$ cat config.mk
export PLATFORM = sky130hd
export DESIGN_NAME = pkt_gap_ctrl
export DESIGN_NICKNAME = d
export VERILOG_FILES = /design/src/rtl/pkt_gap_ctrl.sv
export SDC_FILE = /design/constraint.sdc
export NUM_CORES = 1
export LEC_CHECK = 0
export ABC_AREA = 1
export CORE_MARGIN = 3
export CORE_UTILIZATION = 55
export CTS_BUF_LIST = sky130_fd_sc_hd__clkbuf_16
export CTS_CLUSTER_DIAMETER = 80
export DETAILED_ROUTE_END_ITERATION = 10
export DONT_BUFFER_PORTS = 1
export PLACE_DENSITY = 0.73
export SLEW_MARGIN = 20
export SYNTH_ARGS = -nofsm -noshare
export SYNTH_HDL_FRONTEND = slang
export SYNTH_SLANG_ARGS = --single-unit
$ cat constraint.sdc
create_clock -name clk -period 2.4 [get_ports clk]
set_input_delay 0.36 -clock clk [delete_from_list [all_inputs] [get_ports clk]]
set_output_delay 0.36 -clock clk [all_outputs]
set_load 0.005 [all_outputs]
$ cat src/rtl/pkt_gap_ctrl.sv
// TX-path gap controller: forwards pad's ctrl/data stream through a 4-entry
// fallthrough FIFO, inserts idle cycles after each EOP and can stop after N packets.
module pkt_gap_ctrl #(
   parameter int DATA_WIDTH       = 64,
   parameter int CTRL_WIDTH       = DATA_WIDTH / 8,
   parameter int GAP_WIDTH        = 32,
   parameter int CNT_WIDTH        = 32,
   parameter logic [CTRL_WIDTH-1:0] IO_QUEUE_STAGE_NUM = {CTRL_WIDTH{1'b1}},
   parameter int IOQ_BYTE_LEN_POS = 0
) (
   input  logic                  clk,
   input  logic                  reset,
   input  logic [DATA_WIDTH-1:0] in_data,
   input  logic [CTRL_WIDTH-1:0] in_ctrl,
   input  logic                  in_wr,
   output logic                  in_rdy,
   output logic [DATA_WIDTH-1:0] out_data,
   output logic [CTRL_WIDTH-1:0] out_ctrl,
   output logic                  out_wr,
   input  logic                  out_rdy,
   input  logic                  enable,
   input  logic [GAP_WIDTH-1:0]  gap_cycles,
   input  logic [CNT_WIDTH-1:0]  max_pkts,
   output logic                  done,
   output logic [CNT_WIDTH-1:0]  pkt_count,
   output logic [CNT_WIDTH-1:0]  byte_count,
   output logic [1:0]            dbg_state
);

   localparam int FIFO_DEPTH = 4;
   localparam int PTR_W      = 2;
   localparam int WORD_W     = CTRL_WIDTH + DATA_WIDTH;

   localparam logic [PTR_W-1:0]     PTR_ONE    = 1;
   localparam logic [PTR_W:0]       FCNT_ONE   = 1;
   localparam logic [PTR_W:0]       FCNT_FULL  = 4;
   localparam logic [PTR_W:0]       FCNT_NFULL = 3;
   localparam logic [CNT_WIDTH-1:0] CNT_ONE    = 1;
   localparam logic [GAP_WIDTH-1:0] GAP_ONE    = 1;

   typedef enum logic [1:0] {
      S_HDR  = 2'd0,
      S_BODY = 2'd1,
      S_GAP  = 2'd2
   } state_t;

   state_t                 state;
   logic                   sop_taken;
   logic [15:0]            cur_len;
   logic [GAP_WIDTH-1:0]   gap_cnt;
   logic [CNT_WIDTH-1:0]   sess_cnt;
   logic [CNT_WIDTH-1:0]   sess_next;

   logic [WORD_W-1:0]      fifo_mem [FIFO_DEPTH];
   logic [PTR_W-1:0]       wr_ptr;
   logic [PTR_W-1:0]       rd_ptr;
   logic [PTR_W:0]         fifo_cnt;
   logic                   fifo_empty;
   logic                   fifo_full;
   logic [CTRL_WIDTH-1:0]  head_ctrl;
   logic [DATA_WIDTH-1:0]  head_data;

   logic                   rd_permit;
   logic                   rd_en;
   logic                   wr_en;

   // Handshake: a word transfers on the input when in_wr=1 (in_rdy is a
   // one-cycle-ahead credit), and on the output when out_wr=1 (out_rdy gates reads).
   assign fifo_empty = (fifo_cnt == '0);
   assign fifo_full  = (fifo_cnt == FCNT_FULL);
   assign in_rdy     = (fifo_cnt < FCNT_NFULL);
   assign head_ctrl  = fifo_mem[rd_ptr][WORD_W-1 -: CTRL_WIDTH];
   assign head_data  = fifo_mem[rd_ptr][DATA_WIDTH-1:0];
   assign wr_en      = in_wr && !fifo_full;
   assign sess_next  = sess_cnt + CNT_ONE;
   assign dbg_state  = state;

   // Once a packet's first word is taken, the rest follows regardless of enable.
   always_comb begin
      rd_permit = 1'b0;
      case (state)
         S_HDR:   rd_permit = sop_taken || (enable && !done);
         S_BODY:  rd_permit = 1'b1;
         default: rd_permit = 1'b0;
      endcase
   end

   assign rd_en = !fifo_empty && out_rdy && rd_permit;

   always_ff @(posedge clk or negedge reset) begin
      if (!reset) begin
         for (int i = 0; i < FIFO_DEPTH; i++) begin
            fifo_mem[i] <= '0;
         end
         wr_ptr   <= '0;
         rd_ptr   <= '0;
         fifo_cnt <= '0;
      end else begin
         if (wr_en) begin
            fifo_mem[wr_ptr] <= {in_ctrl, in_data};
            wr_ptr           <= wr_ptr + PTR_ONE;
         end
         if (rd_en) begin
            rd_ptr <= rd_ptr + PTR_ONE;
         end
         case ({wr_en, rd_en})
            2'b10:   fifo_cnt <= fifo_cnt + FCNT_ONE;
            2'b01:   fifo_cnt <= fifo_cnt - FCNT_ONE;
            default: fifo_cnt <= fifo_cnt;
         endcase
      end
   end

   always_ff @(posedge clk or negedge reset) begin
      if (!reset) begin
         state      <= S_HDR;
         sop_taken  <= 1'b0;
         cur_len    <= '0;
         gap_cnt    <= '0;
         sess_cnt   <= '0;
         done       <= 1'b0;
         pkt_count  <= '0;
         byte_count <= '0;
         out_data   <= '0;
         out_ctrl   <= '0;
         out_wr     <= 1'b0;
      end else begin
         out_wr <= rd_en;
         if (rd_en) begin
            out_data <= head_data;
            out_ctrl <= head_ctrl;
         end

         if (!enable) begin
            sess_cnt <= '0;
            done     <= 1'b0;
         end

         case (state)
            S_HDR: begin
               if (rd_en) begin
                  sop_taken <= 1'b1;
                  if (head_ctrl == IO_QUEUE_STAGE_NUM) begin
                     cur_len <= head_data[IOQ_BYTE_LEN_POS +: 16];
                  end
                  if (head_ctrl == '0) begin
                     state <= S_BODY;
                  end
               end
            end

            S_BODY: begin
               if (rd_en && (head_ctrl != '0)) begin
                  sop_taken  <= 1'b0;
                  pkt_count  <= pkt_count + CNT_ONE;
                  byte_count <= byte_count + CNT_WIDTH'(cur_len);
                  if (enable) begin
                     sess_cnt <= sess_next;
                     if ((max_pkts != '0) && (sess_next == max_pkts)) begin
                        done <= 1'b1;
                     end
                  end
                  if (gap_cycles == '0) begin
                     state <= S_HDR;
                  end else begin
                     gap_cnt <= gap_cycles;
                     state   <= S_GAP;
                  end
               end
            end

            // Counts down even while out_rdy=0, so a stalled output never lengthens the gap.
            S_GAP: begin
               gap_cnt <= gap_cnt - GAP_ONE;
               if (gap_cnt == GAP_ONE) begin
                  state <= S_HDR;
               end
            end

            default: state <= S_HDR;
         endcase
      end
   end

endmodule

==> flow_metrics.py, run 1 <==
metrics = {
    "outcome": {
        "status": "finished with violations",
        "violations": "hold timing, slew limit",
    },
    "sta": {
        "slew_headroom_pct": -10.8,
        "rsz0062_at_grt": "true",
        "skew_ns": 0.0117,
        "fin_crit_sh_pct": 96.6,
        "final.min_clock_period_ns": 2.32,
        "finalSetupViolations": 0,
        "hold_ws_ns": -0.546,
        "hold_viol": 516,
        "finalMaxSlewViolations": 151,
        "tightest_slew_ns": 1.66,
        "fmax_mhz": 431,
    },
    "clock_network": {
        "cts.sinks": 516,
        "hold_buffers": 94,
        "insertion_delay_ns": 0.61,
        "cts_tree": "built",
        "clkSlewWorstSetupHoldPaths_ns": 0.06,
        "cts.path.max_buffers": 3,
        "cts_max_level": 2,
        "cts-root-buf": "clkbuf_16",
        "cts_buffers": 54,
    },
    "worst_setup_path": {
        "worstSetupEndpointType": "register",
        "cp_data_required_time_ns": 2.88,
        "crit_type": "register to register",
        "critPathLaunchType": "register",
        "crit_fanout": 6,
        "worstPathArrival_ns": 2.80,
    },
    "yosys": {
        "ys_top_cells_by_area": "dfrtp_1 (51%), mux2_2 (11%), nand2_1 (9.6%), o21ai_0 (6.8%), nor2_1 (4.1%)",
        "synth_top_area_share_pct": 50.5,
        "synth_cells": 2871,
        "syn_area_um2": 25600,
        "ys_async_sr_fraction_pct": 100,
        "synth_area_per_cell_um2": 8.90,
        "ys_seq_elements": 516,
        "synth_cell_type_count": 45,
        "syn_nets": 3039,
        "synth-edff-count": 0,
        "yosysWarnings": 0,
        "yosysSeqAreaShare_pct": 50.5,
        "synth_ff_type": "dfrtp_1",
        "yosysTopAreaCell": "dfrtp_1",
    },
    "placed_design": {
        "hpwlAfterDp_um": 45000,
        "gp_congestion": 0.910,
        "io_buffers": 0,
    },
    "finish": {
        "final_common_cell": "nand2_1",
        "area_growth_syn_to_layout_pct": 15.9,
        "layout_common_cells": "nand2_1 (648), dfrtp_1 (511), o21ai_0 (346)",
        "regArea_um2": 12900,
        "drive_gt1_share_pct": 15.1,
        "multi_input_area_um2": 11500,
        "post-route-util_pct": 64.8,
        "fillers": 3668,
        "nets": 3156,
    },
    "global_routing": {
        "track_usage_pct": 27.6,
        "grt_pass1_vias": 20700,
        "overflow": 0,
        "grt_max_degree": 517,
        "antenna_found_initial": 12,
        "grt_pass1_wl_um": 111000,
    },
    "power_and_ir_drop": {
        "powerDensity_nw_per_um2": 596,
        "p_leak_nw": 14.3,
        "ir_drop_mv": 0.607,
    },
    "detailed_routing": {
        "routedWlPerCell_um": 19.2,
        "dr.pass1.iters": 5,
        "wl_um": 69700,
        "via_per_inst": 5.70,
        "dr_total_vias": 20800,
        "drt_iter0_drc": 1641,
        "ant_nets": 0,
        "post-route-drc-count": 0,
    },
    "floorplanning": {
        "core_area_um2": 45700,
        "row_count": 78,
        "die_w_um": 222,
        "die-area_um2": 49100,
        "ios": 282,
        "initial_core_util_pct": 56.0,
        "die_h_um": 222,
    },
    "flow_run": {
        "max-cap-violations": 0,
    },
    "min_path": {
        "hold_class": "primary input to async pin",
    },
}
==> metal layers <==
layer | GRT usage, % | up-vias | wire (µm)
met5 | 0 | - | 48
met4 | 8.94 | 8 | 1590
met3 | 6.00 | 130 | 5140
met2 | 45.7 | 707 | 33900
met1 | 36.4 | 10200 | 29100
li1 | - | 9766 | -
==> worst max-delay path, stage by stage (launching register included) <==
cell and delay [ns]:
dfrtp_1 0.36, ha_1 0.17, inv_1 0.05, fa_1 0.42, o21ai_2 0.19, a21oi_1 0.11, o21ai_1 0.20, a21oi_2 0.10
o21ai_1 0.13, buf_4 0.15, nand2_1 0.09, nor3_1 0.15, nor2_1 0.07
==> power by group <==
part           total (W)  leakage, nW  switching [W]  internal, W
registers        0.00871         6.80     0.00000862      0.00871
logic           0.000291         6.57       0.000138     0.000153
clock network    0.00865        0.903        0.00358      0.00507
==> state kept, by name, summed over array words and instances, names as in the netlist <==
| register | count |
|---|---|
| cur_len | 16 |
| pkt_count | 32 |
| fifo_cnt | 3 |
| out_ctrl | 8 |
| fifo_mem | 288 |
| byte_count | 32 |
| sess_cnt | 32 |
| out_wr | 1 |
| dbg_state | 2 |
| gap_cnt | 32 |
| sop_taken | 1 |
| wr_ptr | 2 |
| out_data | 64 |
| done | 1 |
| rd_ptr | 2 |
==> metrics by stage <==
stage	total power (W)	cells	setup WS, ns	cell area (µm²)	setup TNS (ns)
final	0.0177	3641	0.0820	29600	0
after global placement	0.00897	3432	0.126	26600	0
after detailed placement	0.00897	3432	0.0879	26600	0
after global routing	0.0182	3638	-0.143	29600	-0.426
after floorplan	0.00895	2871	0.0311	25600	0
after CTS	0.0178	3626	0.0602	29400	0
==> Yosys cell counts, types with 4 or more instances <==
cell,n
nand2_1,652
dfrtp_1,516
o21ai_0,347
nor2_1,278
mux2_2,240
inv_1,201
a21oi_1,114
nand3_1,105
clkbuf_1,96
xor2_1,54
xnor2_1,30
ha_1,25
nand4_1,24
nor3_1,24
o22ai_1,23
nor4_1,20
buf_2,18
nand3b_1,13
o31ai_1,11
a22oi_1,10
buf_1,9
mux2i_1,8
nor2_2,5
inv_2,4
o21ai_1,4
o21bai_1,4
==> final timing paths <==
check | from | to | slack [ns] | cells past startpoint
max in group asynchronous | reset | done | 1.49 | 0
min in group clk | gap_cycles[25] | gap_cnt[25] | 0.04 | 2
worst max-delay path | byte_count[0] | byte_count[28] | 0.08 | 12
worst max register to register | byte_count[0] | byte_count[28] | 0.08 | 12
worst min register to register | cur_len[9] | cur_len[9] | 0.49 | 2
worst min-delay path | reset | pkt_count[5] | -0.55 | 0
==> kinds of logic after synthesis <==
logic type	share of synthesized area [%]
multiplexers	10.9
XOR/XNOR	3.24
adder cells (fa/ha/maj)	1.38
flip-flops	50.5
buffers and inverters	5.06
AO/OA/AOI/OAI	10.8
AND/OR/NAND/NOR	18.1
==> what timing repair did <==
item	CTS	global route
hold endpoints to repair	842	516
buffers inserted	0	3
resized for setup	0	35
endpoints found under the setup margin	0	79
==> cell type report <==
class                      instances  area share (%)
sequential                       516            43.6
multi-input combinational       2020            38.7
timing repair buffer             189            6.25
clock buffer                      54            4.56
inverter                         207            2.66
tap                              600            2.53
clock inverter                    46            1.60
antenna                            9          0.0760
(Power assumes the default switching activity.)
==> run 2, diff against run 1 <==
Settings changed: ABC_AREA 1 to unset, GPL_ROUTABILITY_DRIVEN set to 0.
==> run 2 against run 1 <==
Compared with the run above:
- the flow finishes with violations (hold timing, slew limit, setup timing)
- highest routed layer unchanged
- hold slack improved by 0.015 ns
- non-clock buffer count increased by 128
- via count decreased by 21%
- first-iteration DRC count decreased by 28%
- cell count decreased by 24%
==> flow_metrics.py, run 2 <==
metrics = {
    "detailed_routing": {
        "dr_total_vias": 16400,
        "wl_um": 60100,
        "ant_nets": 0,
        "drt_iter0_drc": 1175,
        "routedWlPerCell_um": 21.8,
        "post-route-drc-count": 0,
        "dr.pass1.iters": 6,
        "via_per_inst": 5.94,
    },
    "clock_network": {
        "insertion_delay_ns": 0.60,
        "cts_max_level": 2,
        "cts.sinks": 516,
        "cts_tree": "built",
        "clkSlewWorstSetupHoldPaths_ns": 0.06,
        "cts.path.max_buffers": 3,
        "hold_buffers": 103,
        "cts-root-buf": "clkbuf_16",
        "cts_buffers": 53,
    },
    "floorplanning": {
        "die-area_um2": 46300,
        "initial_core_util_pct": 55.8,
        "core_area_um2": 43200,
        "die_h_um": 215,
        "row_count": 76,
        "ios": 282,
        "die_w_um": 215,
    },
    "finish": {
        "layout_common_cells": "dfrtp_1 (514), mux2_2 (377), buf_4 (168)",
        "post-route-util_pct": 69.4,
        "largest_register_ffs": 288,
        "finalNonFillerCells": 2756,
        "drive_gt1_share_pct": 40.9,
        "fillers": 2936,
        "nets": 2292,
        "area_growth_syn_to_layout_pct": 24.4,
        "reg_top3": "fifo_mem: 288 flops, out_data: 64 flops",
        "largest-register": "fifo_mem",
        "finalInstanceArea_um2": 30000,
        "final_common_cell": "dfrtp_1",
    },
    "yosys": {
        "synth_top_area_share_pct": 53.6,
        "ys_seq_elements": 516,
        "yosysTopAreaCell": "dfrtp_1",
        "synth_ff_type": "dfrtp_1",
        "ys_top_cells_by_area": "dfrtp_1 (54%), mux2_2 (18%), mux4_2 (6.7%), xnor2_1 (2.9%), xor2_1 (1.6%)",
        "yosysWarnings": 0,
        "synth-edff-count": 0,
        "synth_cells": 1846,
        "syn_nets": 2014,
        "ys_async_sr_fraction_pct": 100,
        "synth_cell_type_count": 62,
        "yosysMostFrequentCell": "dfrtp_1",
        "yosysSeqAreaShare_pct": 53.6,
        "synth_area_per_cell_um2": 13.0,
        "syn_area_um2": 24100,
        "yosys-top-cells-count": "dfrtp_1 (516), mux2_2 (378), nand2_1 (101)",
    },
    "sta": {
        "slew_headroom_pct": -55.9,
        "final.min_clock_period_ns": 2.88,
        "fin_crit_sh_pct": 120,
        "hold_ws_ns": -0.531,
        "finalSetupViolations": 130,
        "finalMaxSlewViolations": 291,
        "skew_ns": 0.0140,
        "rsz0062_at_grt": "true",
        "fmax_mhz": 347,
        "hold_viol": 513,
        "setup_slack_ns": -0.478,
        "tightest_slew_ns": 2.34,
    },
    "flow_run": {
        "max-cap-violations": 0,
    },
    "placed_design": {
        "place_area_um2": 26200,
        "place_ws_ns": -0.548,
        "dpl.cell_count": 2518,
        "io_buffers": 0,
        "hpwlAfterDp_um": 38300,
    },
    "outcome": {
        "violations": "hold timing, slew limit, setup timing",
        "status": "finished with violations",
    },
    "global_routing": {
        "overflow": 0,
        "grt_pass1_vias": 17300,
        "grt_max_degree": 517,
        "track_usage_pct": 25.3,
        "antenna_found_initial": 5,
        "grt_pass1_wl_um": 94500,
    },
    "worst_setup_path": {
        "reg2reg_depth": 10,
        "critPathLaunchType": "register",
        "r2r_slack_ns": -0.48,
        "startpoint": "rd_ptr[0]",
        "path_cells": "buf_12, mux4_2, nor4_4, and2_4, or4_4, buf_12, nor3_4, and4_1, or3b_4, xnor2_2",
        "crit_type": "register to register",
        "crit_end": "pkt_count[31]",
        "crit_fanout": 6,
        "r2r_end": "pkt_count[31]",
        "cp_data_required_time_ns": 2.87,
        "r2r-start": "rd_ptr[0]",
        "crit_slowest_cell": "dfrtp_4",
        "worstPathArrival_ns": 3.35,
        "critPathMaxStageDelay_ns": 0.48,
        "crit_top_cell": "buf_12",
        "worstSetupEndpointType": "register",
    },
    "power_and_ir_drop": {
        "ir_drop_mv": 0.891,
        "power_w": 0.0339,
        "powerDensity_nw_per_um2": 1130,
        "p_leak_nw": 13.0,
    },
    "min_path": {
        "hold_class": "primary input to async pin",
    },
}
-- run 2: cell types whose count changed in the layout (fill, tap and decap cells not counted), moves of 81 or more --
cell     delta
inv_1     -170
a21oi_1    -81
o21ai_0   -307
nor2_1    -207
nand2_1   -567
buf_4      +91
mux2_2    +137
-- run 2: routing by layer --
metal,GRT usage [%],share of wire [%],up-vias
li1,-,-,7315
met4,9.45,3.6,4
met5,0,0.037,-
met1,32.1,41,8379
met2,42.5,49,516
met3,6.15,6.5,155
-- run 2: cell type report --
cell class              instances  area (µm²)  share of cell area (%)
diodes                          3        7.51                  0.0251
clock buffers                  54        1350                    4.51
clock inverters                45         339                    1.13
inverters                      29         110                   0.368
multi-input cells            1207       11500                    38.4
flip-flops and latches        516       12900                    43.1
well taps                     585         732                    2.44
repair buffers                317        3000                    10.0
-- run 2: logic make-up after synthesis --
kind of cell / Yosys count / share of synthesized area, %
and+or+nand+nor: 415 / 8.82
adders and majority gates: 27 / 1.47
AOI/OAI and AO/OA: 188 / 5.07
xor gates and xnor gates: 125 / 4.55
DFF: 516 / 53.6
buffers and inverters: 123 / 1.98
muxes: 452 / 24.5
-- run 2: worst max-delay path: cells and delay by family, from the launching register on --
kind	cells	cell delay (ns)
muxes	1	0.38
buffers and inverters	2	0.31
and+or+nand+nor	6	1.45
DFF	1	0.48
xor gates and xnor gates	1	0.14
-- run 2: per-stage QoR --
stage / TNS, ns / hold WS [ns]
finish: -27.84 / -0.531
CTS: -18.39 / -0.567
detailed placement: -37.66 / 0.0776
global placement: -32.07 / 0.0760
floorplan: -6.82 / 0.0644
global route: -36.74 / -0.571
-- run 2: repair_timing --
| action | CTS | global route |
|---|---|---|
| resized for setup | 32 | 159 |
| endpoints found under the hold margin | 867 | 516 |
| endpoints found under the setup margin | 155 | 157 |
| pin swaps | 6 | 34 |
| buffers inserted | 1 | 28 |
| cloned | 0 | 4 |
-- run 2: worst min-delay path by stage --
stage	to	start	slack, ns
2_1_floorplan	byte_count[0]	reset	0.06
3_3_place_gp	sess_cnt[17]	reset	0.08
3_5_place_dp	sess_cnt[17]	reset	0.08
4_1_cts	sess_cnt[17]	reset	-0.57
5_1_grt	sess_cnt[15]	reset	-0.57
6_report	sess_cnt[16]	reset	-0.53
-- run 2: report_power, final --
group / internal [W] / switching, W / total (W)
Combinational: 0.00689 / 0.00473 / 0.0116
Clock: 0.00453 / 0.00346 / 0.00798
Sequential: 0.0122 / 0.00216 / 0.0143
Total: 0.0236 / 0.0103 / 0.0339
==> run 3, diff against run 2 <==
Settings changed: CTS_BUF_LIST sky130_fd_sc_hd__clkbuf_16 to unset.
==> run 3 against run 2 <==
Compared with the run above:
- the flow finishes with violations (hold timing, setup timing)
- largest cell class unchanged
- maximum frequency rose by 0.40%
- critical endpoint unchanged
- highest routed layer unchanged
- first-iteration DRC count fell by 0.34%
- combinational power hardly changed
- largest power group unchanged
==> flow_metrics.py, run 3 (synthesis gave the netlist of run 2 again) <==
metrics = {
    "finish": {
        "reg_top3": "fifo_mem: 288 flops, out_data: 64 flops",
        "area_growth_syn_to_layout_pct": 25.1,
        "nets": 2293,
        "largest_register_ffs": 288,
        "largest-register": "fifo_mem",
        "final_common_cell": "dfrtp_1",
        "post-route-util_pct": 69.7,
        "layout_common_cells": "dfrtp_1 (514), mux2_2 (377), buf_4 (171)",
        "drive_gt1_share_pct": 41.8,
    },
    "power_and_ir_drop": {
        "p_sw_share_pct": 30.2,
        "powerDensity_nw_per_um2": 1140,
        "clock_power_share_pct": 24.3,
        "p_int_w": 0.0239,
        "power_w": 0.0343,
        "p_seq_share_pct": 41.8,
        "ir_drop_mv": 0.888,
        "p_leak_nw": 13.0,
        "combinationalPowerShare_pct": 33.9,
        "p_sw_w": 0.0103,
    },
    "clock_network": {
        "hold_buffers": 103,
        "cts.sinks": 516,
        "cts_max_level": 2,
        "cts_tree": "built",
        "clkSlewWorstSetupHoldPaths_ns": 0.06,
        "cts_buffers": 53,
        "cts-root-buf": "clkbuf_16",
        "insertion_delay_ns": 0.60,
        "cts.path.max_buffers": 3,
    },
    "detailed_routing": {
        "wl_um": 60300,
        "routedWlPerCell_um": 21.9,
        "wl_met2_um": 29900,
        "drt_iter0_drc": 1171,
        "highest_layer": "met5",
        "dr.pass1.iters": 8,
        "wl_met1_um": 24300,
        "wl_met3_um": 3980,
        "dr_total_vias": 16400,
        "via_per_inst": 5.97,
        "post-route-drc-count": 0,
        "ant_nets": 0,
    },
    "worst_setup_path": {
        "cp_data_required_time_ns": 2.87,
        "crit_type": "register to register",
        "worstSetupEndpointType": "register",
        "worstPathArrival_ns": 3.34,
        "r2r_slack_ns": -0.47,
        "critPathLaunchType": "register",
        "crit_fanout": 6,
    },
    "sta": {
        "hold_viol": 516,
        "skew_ns": 0.0137,
        "finalMaxSlewViolations": 0,
        "fin_crit_sh_pct": 119,
        "fmax_mhz": 349,
        "tightest_slew_ns": 1.49,
        "rsz0062_at_grt": "true",
        "hold_ws_ns": -0.532,
        "slew_headroom_pct": 0.750,
        "setup_slack_ns": -0.466,
        "finalSetupViolations": 129,
        "final.min_clock_period_ns": 2.87,
    },
    "global_routing": {
        "grt_pass1_wl_um": 94400,
        "grt_max_degree": 517,
        "antenna_found_initial": 6,
        "grt_pass1_vias": 17200,
        "track_usage_pct": 25.3,
        "overflow": 0,
    },
    "outcome": {
        "violations": "hold timing, setup timing",
        "status": "finished with violations",
    },
    "min_path": {
        "hold_class": "primary input to async pin",
    },
    "placed_design": {
        "hpwlAfterDp_um": 38300,
        "io_buffers": 0,
    },
    "floorplanning": {
        "die_h_um": 215,
        "ios": 282,
        "core_area_um2": 43200,
        "die-area_um2": 46300,
        "die_w_um": 215,
        "initial_core_util_pct": 55.8,
        "row_count": 76,
    },
    "flow_run": {
        "max-cap-violations": 0,
    },
}
==> run 3: per-layer routing <==
layer  global-route usage, %  up-vias
met2                    42.6      542
li1                        -     7327
met5                       0        -
met3                    6.26      152
met4                    9.28       10
met1                    32.0     8414
==> run 3: final cells by class <==
cell class / count / area, µm²
clock inverters: 25 / 264
flip-flops and latches: 516 / 12900
multi-input cells: 1207 / 11600
diodes: 1 / 2.50
well taps: 585 / 732
inverters: 29 / 110
fillers: 2914 / 13100
repair buffers: 318 / 3020
clock buffers: 74 / 1520
==> run 3: worst paths after layout <==
| kind | startpoint | to | cells after the start |
|---|---|---|---|
| max reg2reg | rd_ptr[0] | pkt_count[31] | 10 |
| min in group clk | gap_cycles[1] | gap_cnt[1] | 3 |
| min | reset | sess_cnt[16] | 0 |
| min reg2reg | fifo_mem[41] | fifo_mem[41] | 1 |
| max | rd_ptr[0] | pkt_count[31] | 10 |
| max in group asynchronous | reset | fifo_mem[267] | 0 |
==> run 3: through the flow <==
step | setup slack (ns) | std cells | cell area (µm²) | TNS (ns)
after global placement | -0.532 | 2518 | 26200 | -32.07
after floorplan | -0.320 | 1846 | 24300 | -6.82
final | -0.466 | 2755 | 30100 | -26.97
after global routing | -0.541 | 2755 | 30100 | -36.90
after CTS | -0.407 | 2721 | 29100 | -18.36
after detailed placement | -0.548 | 2518 | 26200 | -37.66
==> run 3: power groups by stage <==
stage	Sequential, W	Clock [W]	Combinational [W]
final	0.0143	0.00833	0.0116
after global routing	0.0147	0.00893	0.0125
after CTS	0.0143	0.00854	0.0112
after detailed placement	0.0144	0	0.0108
after global placement	0.0142	0	0.0104
after floorplan	0.0135	0	0.00830
==> run 3: critical path: stages, from the launching register on <==
cell and delay [ns]:
dfrtp_4 0.48, buf_12 0.15, mux4_2 0.38, nor4_4 0.07, and2_4 0.16, or4_4 0.47
buf_12 0.16, nor3_4 0.12, and4_1 0.21, or3b_4 0.40, xnor2_2 0.14
==> run 3: what timing repair did <==
action                     CTS  global route
gates cloned                 0             5
resized for setup           33           160
setup buffers                1            28
hold endpoints to repair   867           516
setup endpoints to repair  151           159
pin swaps                    4            40
